**src/rtl/mem_inst_sequencer_pkg.sv**
```systemverilog
// Shared constants, instruction field positions, FSM state encoding and the
// decoded-instruction record for the memory instruction sequencer.
package mem_inst_sequencer_pkg;

  localparam int INST_WIDTH  = 56;
  localparam int ADDR_WIDTH  = 6;
  localparam int NUM_LANES   = 16;
  localparam int LANE_FIELD  = 3;
  localparam int ITER_WIDTH  = 16;
  // Lane fields fill everything above the low opcode/immediate byte.
  localparam int LANES_WIDTH = NUM_LANES * LANE_FIELD;

  // Instruction field positions.
  localparam int IMM_LSB     = 0;
  localparam int IMM_WIDTH   = 4;
  localparam int OPCODE_LSB  = 4;
  localparam int OPCODE_W    = 4;
  localparam int LANES_LSB   = 8;

  localparam logic [3:0] OP_READ  = 4'b0000;
  localparam logic [3:0] OP_SHIFT = 4'b0101;
  localparam logic [3:0] OP_WFI   = 4'b0110;
  localparam logic [3:0] OP_LOOP  = 4'b0111;

  typedef enum logic [2:0] {
    ST_IDLE,
    ST_FETCH,
    ST_WAIT_ROM,
    ST_EXEC,
    ST_WFI_WAIT,
    ST_HALT
  } state_t;

  typedef struct packed {
    logic                   is_read;
    logic                   is_nop;
    logic                   is_shift;
    logic                   is_wfi;
    logic                   is_loop;
    logic                   illegal;
    logic [IMM_WIDTH-1:0]   amount;
    logic [LANES_WIDTH-1:0] lanes;
  } decoded_t;

endpackage

```
**src/rtl/mem_inst_sequencer_if.sv**
```systemverilog
// Bundle of the start/wake controls, ROM fetch port, read-request and
// lane-shift handshakes, and status outputs of the sequencer.
interface mem_inst_sequencer_if;
  import mem_inst_sequencer_pkg::*;

  logic                   START;
  logic [ITER_WIDTH-1:0]  NUM_ITER;
  logic                   WAKE;
  logic [ADDR_WIDTH-1:0]  ROM_ADDRESS;
  logic                   ROM_ENABLE;
  logic [INST_WIDTH-1:0]  ROM_DATA;
  logic                   RD_VALID;
  logic                   RD_READY;
  logic                   SHIFT_VALID;
  logic                   SHIFT_READY;
  logic [IMM_WIDTH-1:0]   SHIFT_AMOUNT;
  logic [LANES_WIDTH-1:0] SHIFT_LANES;
  logic                   LOOP_DONE;
  logic [ITER_WIDTH-1:0]  ITER_COUNT;
  logic                   BUSY;
  logic                   ERROR;

  // Environment side: controller, ROM and memory datapath.
  modport master (
    output START, NUM_ITER, WAKE, ROM_DATA, RD_READY, SHIFT_READY,
    input  ROM_ADDRESS, ROM_ENABLE, RD_VALID, SHIFT_VALID, SHIFT_AMOUNT,
           SHIFT_LANES, LOOP_DONE, ITER_COUNT, BUSY, ERROR
  );

  // Sequencer side.
  modport slave (
    input  START, NUM_ITER, WAKE, ROM_DATA, RD_READY, SHIFT_READY,
    output ROM_ADDRESS, ROM_ENABLE, RD_VALID, SHIFT_VALID, SHIFT_AMOUNT,
           SHIFT_LANES, LOOP_DONE, ITER_COUNT, BUSY, ERROR
  );

endinterface

```
**src/rtl/mem_inst_sequencer_decoder.sv**
```systemverilog
// Combinational decode of one instruction word into operation flags,
// shift immediate and the per-lane select fields.
module mem_inst_sequencer_decoder
  import mem_inst_sequencer_pkg::*;
(
  input  logic [INST_WIDTH-1:0] inst,
  output decoded_t              dec
);

  logic [OPCODE_W-1:0]    opcode;
  logic [LANES_WIDTH-1:0] lanes_w;

  assign opcode = inst[OPCODE_LSB +: OPCODE_W];

  for (genvar gi = 0; gi < NUM_LANES; gi++) begin : g_lane
    assign lanes_w[gi*LANE_FIELD +: LANE_FIELD] = inst[LANES_LSB + gi*LANE_FIELD +: LANE_FIELD];
  end

  // Classify the opcode; anything outside the four known codes is illegal.
  always_comb begin
    dec          = '0;
    dec.amount   = inst[IMM_LSB +: IMM_WIDTH];
    dec.lanes    = lanes_w;
    dec.is_read  = (opcode == OP_READ) &&  inst[IMM_LSB];
    dec.is_nop   = (opcode == OP_READ) && !inst[IMM_LSB];
    dec.is_shift = (opcode == OP_SHIFT);
    dec.is_wfi   = (opcode == OP_WFI);
    dec.is_loop  = (opcode == OP_LOOP);
    dec.illegal  = !((opcode == OP_READ) || (opcode == OP_SHIFT) ||
                     (opcode == OP_WFI)  || (opcode == OP_LOOP));
  end

endmodule

```
**src/rtl/mem_inst_sequencer.sv**
```systemverilog
// Instruction sequencer: fetches from a 1-cycle-latency ROM, decodes, and
// drives read-request / lane-shift handshakes plus loop bookkeeping.
module mem_inst_sequencer
  import mem_inst_sequencer_pkg::*;
(
  input  logic                 CLK,
  input  logic                 RESET_N,
  mem_inst_sequencer_if.slave  bus
);

  state_t                 state_reg;
  logic [ADDR_WIDTH-1:0]  pc_reg;
  logic [ITER_WIDTH-1:0]  num_iter_reg;
  logic [ITER_WIDTH-1:0]  iter_count_reg;
  logic                   last_pass_reg;
  logic                   exec_read_reg, exec_nop_reg, exec_shift_reg;
  logic                   exec_wfi_reg, exec_loop_reg, exec_illegal_reg;
  logic                   rom_enable_reg, rd_valid_reg, shift_valid_reg;
  logic                   loop_done_reg, busy_reg, error_reg;
  logic [ADDR_WIDTH-1:0]  rom_address_reg;
  logic [IMM_WIDTH-1:0]   shift_amount_reg;
  logic [LANES_WIDTH-1:0] shift_lanes_reg;

  decoded_t               dec;
  logic [ADDR_WIDTH-1:0]  pc_inc;
  logic [ITER_WIDTH:0]    iter_plus;
  logic [ITER_WIDTH-1:0]  iter_sat;

  // ROM data is decoded directly so handshake outputs are valid in the
  // first EXEC cycle, keeping the 3-cycle minimum per instruction.
  mem_inst_sequencer_decoder u_decoder (
    .inst (bus.ROM_DATA),
    .dec  (dec)
  );

  assign pc_inc    = pc_reg + 1'b1;                  // wraps at top of program
  assign iter_plus = {1'b0, iter_count_reg} + 1'b1;
  assign iter_sat  = iter_plus[ITER_WIDTH] ? iter_count_reg : iter_plus[ITER_WIDTH-1:0];

  // Sequencer FSM with all outputs registered.
  always_ff @(posedge CLK or negedge RESET_N) begin
    if (!RESET_N) begin
      state_reg        <= ST_IDLE;
      pc_reg           <= '0;
      num_iter_reg     <= '0;
      iter_count_reg   <= '0;
      last_pass_reg    <= 1'b0;
      exec_read_reg    <= 1'b0;
      exec_nop_reg     <= 1'b0;
      exec_shift_reg   <= 1'b0;
      exec_wfi_reg     <= 1'b0;
      exec_loop_reg    <= 1'b0;
      exec_illegal_reg <= 1'b0;
      rom_enable_reg   <= 1'b0;
      rom_address_reg  <= '0;
      rd_valid_reg     <= 1'b0;
      shift_valid_reg  <= 1'b0;
      shift_amount_reg <= '0;
      shift_lanes_reg  <= '0;
      loop_done_reg    <= 1'b0;
      busy_reg         <= 1'b0;
      error_reg        <= 1'b0;
    end else begin
      rom_enable_reg <= 1'b0;
      loop_done_reg  <= 1'b0;
      case (state_reg)
        ST_IDLE: begin
          if (bus.START) begin
            num_iter_reg    <= bus.NUM_ITER;
            iter_count_reg  <= '0;
            pc_reg          <= '0;
            rom_address_reg <= '0;
            rom_enable_reg  <= 1'b1;
            busy_reg        <= 1'b1;
            state_reg       <= ST_FETCH;
          end
        end
        ST_FETCH: state_reg <= ST_WAIT_ROM;
        ST_WAIT_ROM: begin
          exec_read_reg    <= dec.is_read;
          exec_nop_reg     <= dec.is_nop;
          exec_shift_reg   <= dec.is_shift;
          exec_wfi_reg     <= dec.is_wfi;
          exec_loop_reg    <= dec.is_loop;
          exec_illegal_reg <= dec.illegal;
          rd_valid_reg     <= dec.is_read;
          shift_valid_reg  <= dec.is_shift;
          if (dec.is_shift) begin
            shift_amount_reg <= dec.amount;
            shift_lanes_reg  <= dec.lanes;
          end
          if (dec.is_loop) begin
            loop_done_reg  <= 1'b1;
            iter_count_reg <= iter_sat;
            last_pass_reg  <= (num_iter_reg != '0) && (iter_plus == {1'b0, num_iter_reg});
          end
          state_reg <= ST_EXEC;
        end
        ST_EXEC: begin
          if (exec_illegal_reg) begin
            error_reg <= 1'b1;
            busy_reg  <= 1'b0;
            state_reg <= ST_HALT;
          end else if (exec_wfi_reg) begin
            state_reg <= ST_WFI_WAIT;
          end else if (exec_loop_reg) begin
            if (last_pass_reg) begin
              busy_reg  <= 1'b0;
              state_reg <= ST_IDLE;
            end else begin
              pc_reg          <= '0;
              rom_address_reg <= '0;
              rom_enable_reg  <= 1'b1;
              state_reg       <= ST_FETCH;
            end
          end else if ((exec_read_reg && bus.RD_READY) ||
                       (exec_shift_reg && bus.SHIFT_READY) || exec_nop_reg) begin
            rd_valid_reg    <= 1'b0;
            shift_valid_reg <= 1'b0;
            pc_reg          <= pc_inc;
            rom_address_reg <= pc_inc;
            rom_enable_reg  <= 1'b1;
            state_reg       <= ST_FETCH;
          end
        end
        ST_WFI_WAIT: begin
          if (bus.WAKE) begin
            pc_reg          <= pc_inc;
            rom_address_reg <= pc_inc;
            rom_enable_reg  <= 1'b1;
            state_reg       <= ST_FETCH;
          end
        end
        ST_HALT: state_reg <= ST_HALT;
        default: state_reg <= ST_IDLE;
      endcase
    end
  end

  assign bus.ROM_ADDRESS  = rom_address_reg;
  assign bus.ROM_ENABLE   = rom_enable_reg;
  assign bus.RD_VALID     = rd_valid_reg;
  assign bus.SHIFT_VALID  = shift_valid_reg;
  assign bus.SHIFT_AMOUNT = shift_amount_reg;
  assign bus.SHIFT_LANES  = shift_lanes_reg;
  assign bus.LOOP_DONE    = loop_done_reg;
  assign bus.ITER_COUNT   = iter_count_reg;
  assign bus.BUSY         = busy_reg;
  assign bus.ERROR        = error_reg;

endmodule

```
**src/flat_wrapper.sv**
```systemverilog
// flat-port wrapper written by rule: the top's interface ports become plain ports
module mem_inst_sequencer_flat import mem_inst_sequencer_pkg::*;
  (CLK, RESET_N, bus_START, bus_NUM_ITER, bus_WAKE, bus_ROM_DATA, bus_RD_READY, bus_SHIFT_READY, bus_ROM_ADDRESS, bus_ROM_ENABLE, bus_RD_VALID, bus_SHIFT_VALID, bus_SHIFT_AMOUNT, bus_SHIFT_LANES, bus_LOOP_DONE, bus_ITER_COUNT, bus_BUSY, bus_ERROR);
  mem_inst_sequencer_if bus_i ();
  input  logic CLK;
  input  logic RESET_N;
  input wire logic [$bits(bus_i.START)-1:0] bus_START;
  input wire logic [$bits(bus_i.NUM_ITER)-1:0] bus_NUM_ITER;
  input wire logic [$bits(bus_i.WAKE)-1:0] bus_WAKE;
  input wire logic [$bits(bus_i.ROM_DATA)-1:0] bus_ROM_DATA;
  input wire logic [$bits(bus_i.RD_READY)-1:0] bus_RD_READY;
  input wire logic [$bits(bus_i.SHIFT_READY)-1:0] bus_SHIFT_READY;
  output wire logic [$bits(bus_i.ROM_ADDRESS)-1:0] bus_ROM_ADDRESS;
  output wire logic [$bits(bus_i.ROM_ENABLE)-1:0] bus_ROM_ENABLE;
  output wire logic [$bits(bus_i.RD_VALID)-1:0] bus_RD_VALID;
  output wire logic [$bits(bus_i.SHIFT_VALID)-1:0] bus_SHIFT_VALID;
  output wire logic [$bits(bus_i.SHIFT_AMOUNT)-1:0] bus_SHIFT_AMOUNT;
  output wire logic [$bits(bus_i.SHIFT_LANES)-1:0] bus_SHIFT_LANES;
  output wire logic [$bits(bus_i.LOOP_DONE)-1:0] bus_LOOP_DONE;
  output wire logic [$bits(bus_i.ITER_COUNT)-1:0] bus_ITER_COUNT;
  output wire logic [$bits(bus_i.BUSY)-1:0] bus_BUSY;
  output wire logic [$bits(bus_i.ERROR)-1:0] bus_ERROR;
  assign bus_i.START = bus_START;
  assign bus_i.NUM_ITER = bus_NUM_ITER;
  assign bus_i.WAKE = bus_WAKE;
  assign bus_i.ROM_DATA = bus_ROM_DATA;
  assign bus_i.RD_READY = bus_RD_READY;
  assign bus_i.SHIFT_READY = bus_SHIFT_READY;
  assign bus_ROM_ADDRESS = bus_i.ROM_ADDRESS;
  assign bus_ROM_ENABLE = bus_i.ROM_ENABLE;
  assign bus_RD_VALID = bus_i.RD_VALID;
  assign bus_SHIFT_VALID = bus_i.SHIFT_VALID;
  assign bus_SHIFT_AMOUNT = bus_i.SHIFT_AMOUNT;
  assign bus_SHIFT_LANES = bus_i.SHIFT_LANES;
  assign bus_LOOP_DONE = bus_i.LOOP_DONE;
  assign bus_ITER_COUNT = bus_i.ITER_COUNT;
  assign bus_BUSY = bus_i.BUSY;
  assign bus_ERROR = bus_i.ERROR;
  mem_inst_sequencer u_core (.CLK(CLK), .RESET_N(RESET_N), .bus(bus_i));
endmodule
```
**config.mk**
```make
export PLATFORM = sky130hd
export DESIGN_NAME = mem_inst_sequencer_flat
export DESIGN_NICKNAME = d
export VERILOG_FILES = /design/src/rtl/mem_inst_sequencer_pkg.sv /design/src/rtl/mem_inst_sequencer_if.sv /design/src/rtl/mem_inst_sequencer_decoder.sv /design/src/rtl/mem_inst_sequencer.sv /design/src/flat_wrapper.sv
export SDC_FILE = /design/constraint.sdc
export NUM_CORES = 1
export LEC_CHECK = 0
export CAP_MARGIN = 10
export CORE_AREA = 2 2 95 97
export CTS_CLUSTER_DIAMETER = 80
export DETAILED_ROUTE_END_ITERATION = 10
export DIE_AREA = 0 0 97 99
export DONT_BUFFER_PORTS = 1
export PLACE_DENSITY = 0.82
export SETUP_SLACK_MARGIN = 0.02
export SLEW_MARGIN = 20
export SYNTH_ARGS = -nofsm -noshare
export SYNTH_HDL_FRONTEND = slang
export SYNTH_HIERARCHICAL = 1
export SYNTH_SLANG_ARGS = --single-unit
export TNS_END_PERCENT = 5
```
**constraint.sdc**
```tcl
create_clock -name CLK -period 2.4 [get_ports CLK]
set_input_delay 0.48 -clock CLK [delete_from_list [all_inputs] [get_ports CLK]]
set_output_delay 0.48 -clock CLK [all_outputs]
set_load 0.01 [all_outputs]
```
==> metrics.txt, run 1 <==
CTS Root Buffer Type clkbuf_8; Post-Synth Adder-Cell Area 0.465%; XOR/XNOR Fraction of Synth Area 3.58%; setup TNS 0 ns; Reg2Reg Setup Slack 0.21 ns; CTS tree yes; status finished, violations left; RD Place Congestion 0.871; Psw 0.00200 W; Leak Pwr 2.38 nW; RSZ-0062 raised after global routing false; total congestion overflow 0; dpl hpwl 7410 um; Final min period 2.19 ns; die area 9600 um2; wire per inst 19.9 um; crit-path max FO 14; syn_nets 544; Max-slew headroom 71.9%; Peak supply drop 0.000537 V; initial antenna violation count 1; worst reg2reg path startpoint u_core/bus.ITER_COUNT[1]$_DFFE_PN0P_; vias per inst 6.23; Gate power share 25.5%; Die H 99 um; Int Pwr 0.00371 W; Final Hold Fails 106; chip width 97 um; clock sinks 106; sequential fraction of design power 55.1%; vias in the first global route 3372; I/O Pins 158; Async SR Flop Fraction 100%; Post-Route WL 10500 um; Worst Path Required 2.65 ns; final-stage net count 498; final worst clock skew 0.00917 ns; complex-gate fraction of the synthesized area 10.3%; layout cells sized above 1 28.9%; Fillers 646; total number of vias 3304; Tcrit/Tclk final 91.3%; Port Buffers 0; max FFs per register 48; Hold WC Path Type in -> async; H-Tree Depth 3; # rows 34; Synth area leaders dfrtp_1 49%, mux2_2 15%, buf_4 8.1%, xnor2_1 2.4%, o21ai_0 2.2%; Total Routing Usage GR 21.7%; R2R depth 9; dominant synthesized flop cell dfrtp_1; post-synth cell types 55; syn avg cell area 11.6 um2; failing checks hold timing; Critical Path End Type register; startpoint types register; Clock Latency Late Sink 0.36 ns; reg-to-reg endpoint u_core/bus.ITER_COUNT[8]$_DFFE_PN0P_; clk buf depth 2; largest family of logic cells by synthesized area multiplexers; Setup Viol. Count Final 0; crit path DAT 2.44 ns; DRT Pass-1 Iters 4; largest net degree at the start of global routing 107; Slew Limit Fails 0; mapped cell area 5380 um2; clock share of power 19.4%; total of max-cap violations 0; Simple-Gate Fraction of Synth Area 11.4%; Core Region 8550 um2; CTS clk-pin slew, worst paths 0.10 ns; top achievable clock speed 0.456 GHz; Sw Share 35.0%; share of Yosys cell area claimed by the top area cell type 49.3%; Yosys reg bits 106; # diodes 0; Num CTS Buffers 9; WS Path Type reg -> reg; sequential fraction of the synthesis area 49.3%; core utilization of the finished layout 62.3%; area leader, netlist dfrtp_1; Post-Syn Instances 464; post-synthesis mux area share 15.1%; EDFF count, synth 0; Area Growth Syn to Fin -0.861%; DRT antenna net count 0; DRC viols 0; Worst Tran Pin Value 0.411 ns; first-pass GRT wire length 16600 um; Fin Hold WS -0.201 ns; Initial Utilization 62.9%; violation count after the first detailed-route iteration 120; PwrDens 1070 nW/um2; synth warn 6
[power groups by stage]
stage          Clock (W)  Sequential [W]  Combinational (W)
6_report         0.00111         0.00315            0.00146
4_1_cts          0.00113         0.00316            0.00142
5_1_grt          0.00120         0.00323            0.00160
3_3_place_gp           0         0.00316            0.00133
3_5_place_dp           0         0.00319            0.00141
2_1_floorplan          0         0.00302            0.00125
[routing by layer]
metal | global-route usage, % | up-vias | wire [um]
met4 | 9.32 | 2 | 251
met2 | 38.1 | 154 | 5480
met5 | 0 | - | 10
met1 | 24.6 | 1620 | 3960
li1 | - | 1502 | -
met3 | 6.67 | 26 | 828
[cell usage after synthesis (all sizes together) (2+ instances only)]
| cell | n |
|---|---|
| o21ai | 32 |
| and2b | 2 |
| or2 | 2 |
| a21o | 2 |
| nor4 | 6 |
| dfrtp | 106 |
| xor2 | 7 |
| nand3 | 11 |
| nor3 | 5 |
| nor2b | 3 |
| inv | 6 |
| ha | 2 |
| o41ai | 3 |
| o31ai | 9 |
| mux2 | 72 |
| a31o | 2 |
| a211oi | 2 |
| buf | 70 |
| nand4 | 5 |
| and4 | 4 |
| nand2 | 25 |
| a21oi | 15 |
| and3 | 7 |
| nand3b | 2 |
| or3 | 2 |
| nor3b | 2 |
| xnor2 | 15 |
| nand2b | 5 |
| nor2 | 13 |
| and2 | 9 |
| o22a | 2 |
| and3b | 2 |
| a31oi | 4 |
[critical path: stages, from the launching register on]
cell,delay (ns)
dfrtp_2,0.48
ha_2,0.24
and4_1,0.20
and4_4,0.21
a31oi_4,0.36
nor2_4,0.09
buf_12,0.16
buf_4,0.13
o21ai_2,0.13
o41ai_2,0.08
[worst max path at each step]
stage	to	slack [ns]	cells past startpoint	start
finish	u_core/bus.ITER_COUNT[8]$_DFFE_PN0P_	0.21	9	u_core/bus.ITER_COUNT[1]$_DFFE_PN0P_
global route	u_core/last_pass_reg$_DFFE_PN0P_	0.07	7	u_core/bus.ITER_COUNT[1]$_DFFE_PN0P_
CTS	u_core/bus.ITER_COUNT[2]$_DFFE_PN0P_	0.09	7	u_core/bus.ITER_COUNT[1]$_DFFE_PN0P_
detailed placement	u_core/bus.ITER_COUNT[2]$_DFFE_PN0P_	0.17	7	u_core/bus.ITER_COUNT[1]$_DFFE_PN0P_
global placement	u_core/bus.ITER_COUNT[15]$_DFFE_PN0P_	0.29	7	u_core/bus.ITER_COUNT[1]$_DFFE_PN0P_
floorplan	u_core/last_pass_reg$_DFFE_PN0P_	0.43	7	u_core/bus.ITER_COUNT[0]$_DFFE_PN0P_
[layout by cell type, fill, tap and decap left out, types with 3 or more instances in the layout]
cell,count
and3_1,6
inv_1,6
nand4_1,5
o21ai_2,3
nand2_1,24
nand2b_1,5
nand3_1,11
mux2_2,72
o21ai_1,5
a31oi_1,3
nor2_1,12
a21oi_1,15
clkbuf_8,9
buf_4,11
xnor2_1,15
o21ai_0,24
and2_1,8
o41ai_2,3
xor2_1,7
dfrtp_1,105
nor3_1,5
o31ai_1,9
nor4_1,5
nor2b_1,3
and4_1,3
[through the flow]
step,total power [W],worst slack (ns),instances,cell area [um2]
floorplan,0.00426,0.426,464,5380
global placement,0.00449,0.287,513,5100
detailed placement,0.00460,0.170,513,5100
CTS,0.00571,0.0947,528,5300
global route,0.00603,0.0719,530,5330
finish,0.00571,0.209,530,5330
[kinds of logic (layout without fill, tap and decap cells)]
logic type      Yosys count  count (layout)
flops                   106             106
buf+inv                  76              34
xor+xnor                 22              22
simple gates            106             106
fa+ha+maj                 2               2
mux                      72              72
compound gates           80              80
[final cells by class]
cell class	count	area [um2]	share of cell area [%]
Clock buffer	9	124	2.32
Tap cell	108	135	2.54
Inverter	6	22.5	0.423
Timing Repair Buffer	13	123	2.30
Clock inverter	6	75.1	1.41
Multi-Input combinational cell	282	2200	41.2
Sequential cell	106	2650	49.8
[timing repair]
| action | CTS | global route |
|---|---|---|
| setup buffers | 0 | 2 |
| endpoints found under the hold margin | 106 | 106 |
| resized for setup | 0 | 2 |
| setup endpoints to repair | 0 | 11 |
Power figures use the tool's default switching activity.
==> run 2, diff against run 1 <==
--- a/config.mk
+++ b/config.mk
@@ -6,14 +6,15 @@
 export NUM_CORES = 1
 export LEC_CHECK = 0
 export CAP_MARGIN = 10
-export CORE_AREA = 2 2 95 97
+export CORE_AREA = 2 2 94 96
+export CTS_BUF_LIST = sky130_fd_sc_hd__clkbuf_4 sky130_fd_sc_hd__clkbuf_8
 export CTS_CLUSTER_DIAMETER = 80
 export DETAILED_ROUTE_END_ITERATION = 10
-export DIE_AREA = 0 0 97 99
+export DIE_AREA = 0 0 96 98
 export DONT_BUFFER_PORTS = 1
-export PLACE_DENSITY = 0.82
+export PLACE_DENSITY = 0.83
 export SETUP_SLACK_MARGIN = 0.02
-export SLEW_MARGIN = 20
+export SLEW_MARGIN = 10
 export SYNTH_ARGS = -nofsm -noshare
 export SYNTH_HDL_FRONTEND = slang
 export SYNTH_HIERARCHICAL = 1
==> constraint.sdc (replaced) <==
create_clock -name CLK -period 2.4 [get_ports CLK]
set_input_delay 0.48 -clock CLK [delete_from_list [all_inputs] [get_ports CLK]]
set_output_delay 0.48 -clock CLK [all_outputs]
set_load 0.1 [all_outputs]
==> metrics.txt, run 2 (synthesized netlist as in run 1, its figures left out) <==
Clock Latency Late Sink 0.37 ns; first-pass GRT wire length 17000 um; final setup margin 0.352 ns; violation count after the first detailed-route iteration 191; # rows 34; CTS clk-pin slew, worst paths 0.12 ns; number of setup buffers added after CTS 0; top achievable clock speed 0.488 GHz; Num CTS Buffers 9; CTS Root Buffer Type clkbuf_8; status finished, violations left; max FFs per register 48; startpoint types register; core utilization of the finished layout 64.5%; die area 9410 um2; most frequent cells in the layout 100 x dfrtp_1, 72 x mux2_2, 31 x buf_4, 24 x o21ai_0, 24 x nand2_1; RD Place Congestion 0.947; layout cells sized above 1 33.0%; Tcrit/Tclk final 85.3%; Worst Path Required 2.70 ns; final worst clock skew 0.0192 ns; Post-CTS Resized 0; CTS tree yes; failing checks hold timing; Area Growth Syn to Fin 1.54%; total of max-cap violations 0; clock sinks 106; clk buf depth 2; Port Buffers 0; multi-input logic area 2190 um2; pre-CTS WS 0.403 ns; Worst Tran Pin Value 0.923 ns; vias in the first global route 3514; Hold WC Path Type in -> async; Max-slew headroom 38.5%; Initial Utilization 63.5%; largest net degree at the start of global routing 107; crit-path max FO 11; Core Region 8470 um2; Total Routing Usage GR 23.4%; DRT antenna net count 0; DRT Pass-1 Iters 4; Setup Viol. Count Final 0; dpl hpwl 7720 um; RSZ-0062 raised after global routing false; total number of vias 3397; DRC viols 0; chip width 96 um; # diodes 0; vias per inst 6.18; wire per inst 19.1 um; initial antenna violation count 0; Final Hold Fails 106; setup TNS 0 ns; Fillers 673; I/O Pins 158; Slew Limit Fails 0; Post-DP Area 5270 um2; Post-Layout Inst Area 5460 um2; Fin Hold WS -0.214 ns; Seq. cell area 2660 um2; WS Path Type reg -> reg; Die H 98 um; final-stage net count 517; Final min period 2.05 ns; Critical Path End Type register; crit path DAT 2.35 ns; total congestion overflow 0; most common cell after layout, fill and taps aside dfrtp_1; Post-Route WL 10500 um; H-Tree Depth 3
[run 2: changes by cell type in the layout (fill, tap and decap cells not counted)]
cell	change
ha_1	+1
ha_2	-1
inv_6	-1
clkinv_4	+1
bufinv_16	-1
buf_12	-1
dfrtp_1	-5
dfrtp_2	+5
buf_4	+20
inv_8	+1
clkbuf_8	+1
[run 2: critical path: stages (launching register included)]
cell	delay [ns]
dfrtp_1	0.49
and2b_1	0.30
o2111ai_1	0.16
o31a_1	0.25
or4_1	0.54
a21oi_1	0.16
a21o_1	0.09
[run 2: final cells by class]
| class | instances | share of cell area (%) |
|---|---|---|
| Clock buffer | 10 | 2.52 |
| Sequential cell | 106 | 48.7 |
| Timing Repair Buffer | 32 | 4.63 |
| Inverter | 6 | 0.413 |
| Tap cell | 108 | 2.48 |
| Clock inverter | 6 | 1.03 |
| Multi-Input combinational cell | 282 | 40.2 |
[run 2: path summary, 6_finish.rpt]
check	start	end	slack, ns	depth (start not counted)
worst max register to register	u_core/state_reg[2]$_DFFE_PN0P_	u_core/bus.ROM_ADDRESS[5]$_DFFE_PN0P_	0.35	6
worst max-delay path	u_core/state_reg[2]$_DFFE_PN0P_	u_core/bus.ROM_ADDRESS[5]$_DFFE_PN0P_	0.35	6
worst min register to register	u_core/bus.RD_VALID$_DFFE_PN0P_	u_core/bus.RD_VALID$_DFFE_PN0P_	0.52	1
min in group CLK	bus_WAKE	u_core/state_reg[2]$_DFFE_PN0P_	0.22	1
max in group asynchronous	RESET_N	u_core/bus.ITER_COUNT[2]$_DFFE_PN0P_	2.46	0
worst min-delay path	RESET_N	u_core/bus.SHIFT_LANES[30]$_DFFE_PN0P_	-0.21	0
[run 2: through the flow]
step / hold WS (ns) / cells
after floorplan: 0.184 / 464
after global placement: 0.187 / 534
after detailed placement: 0.186 / 534
after CTS: -0.227 / 550
after global routing: -0.239 / 550
final: -0.214 / 550
[run 2: routing by layer]
metal	vias to the layer above	global-route usage, %	part of all wire, %
met2	142	40.4	53
met3	23	5.94	7.2
met1	1686	27.7	38
met4	0	8.68	2.2
met5	-	0	0
li1	1546	-	-
Power of run 2 is not shown: default switching activity piles up to over one toggle a cycle in this logic, so the estimate is an artifact.
==> run 3, diff against run 2 <==
--- a/config.mk
+++ b/config.mk
@@ -5,7 +5,7 @@
 export SDC_FILE = /design/constraint.sdc
 export NUM_CORES = 1
 export LEC_CHECK = 0
-export CAP_MARGIN = 10
+export CAP_MARGIN = 30
 export CORE_AREA = 2 2 94 96
 export CTS_BUF_LIST = sky130_fd_sc_hd__clkbuf_4 sky130_fd_sc_hd__clkbuf_8
 export CTS_CLUSTER_DIAMETER = 80
==> results of run 3 <==
No change in the layout: final DEF, timing and power equal those of run 2.
Power of run 3 is left out for the same reason.
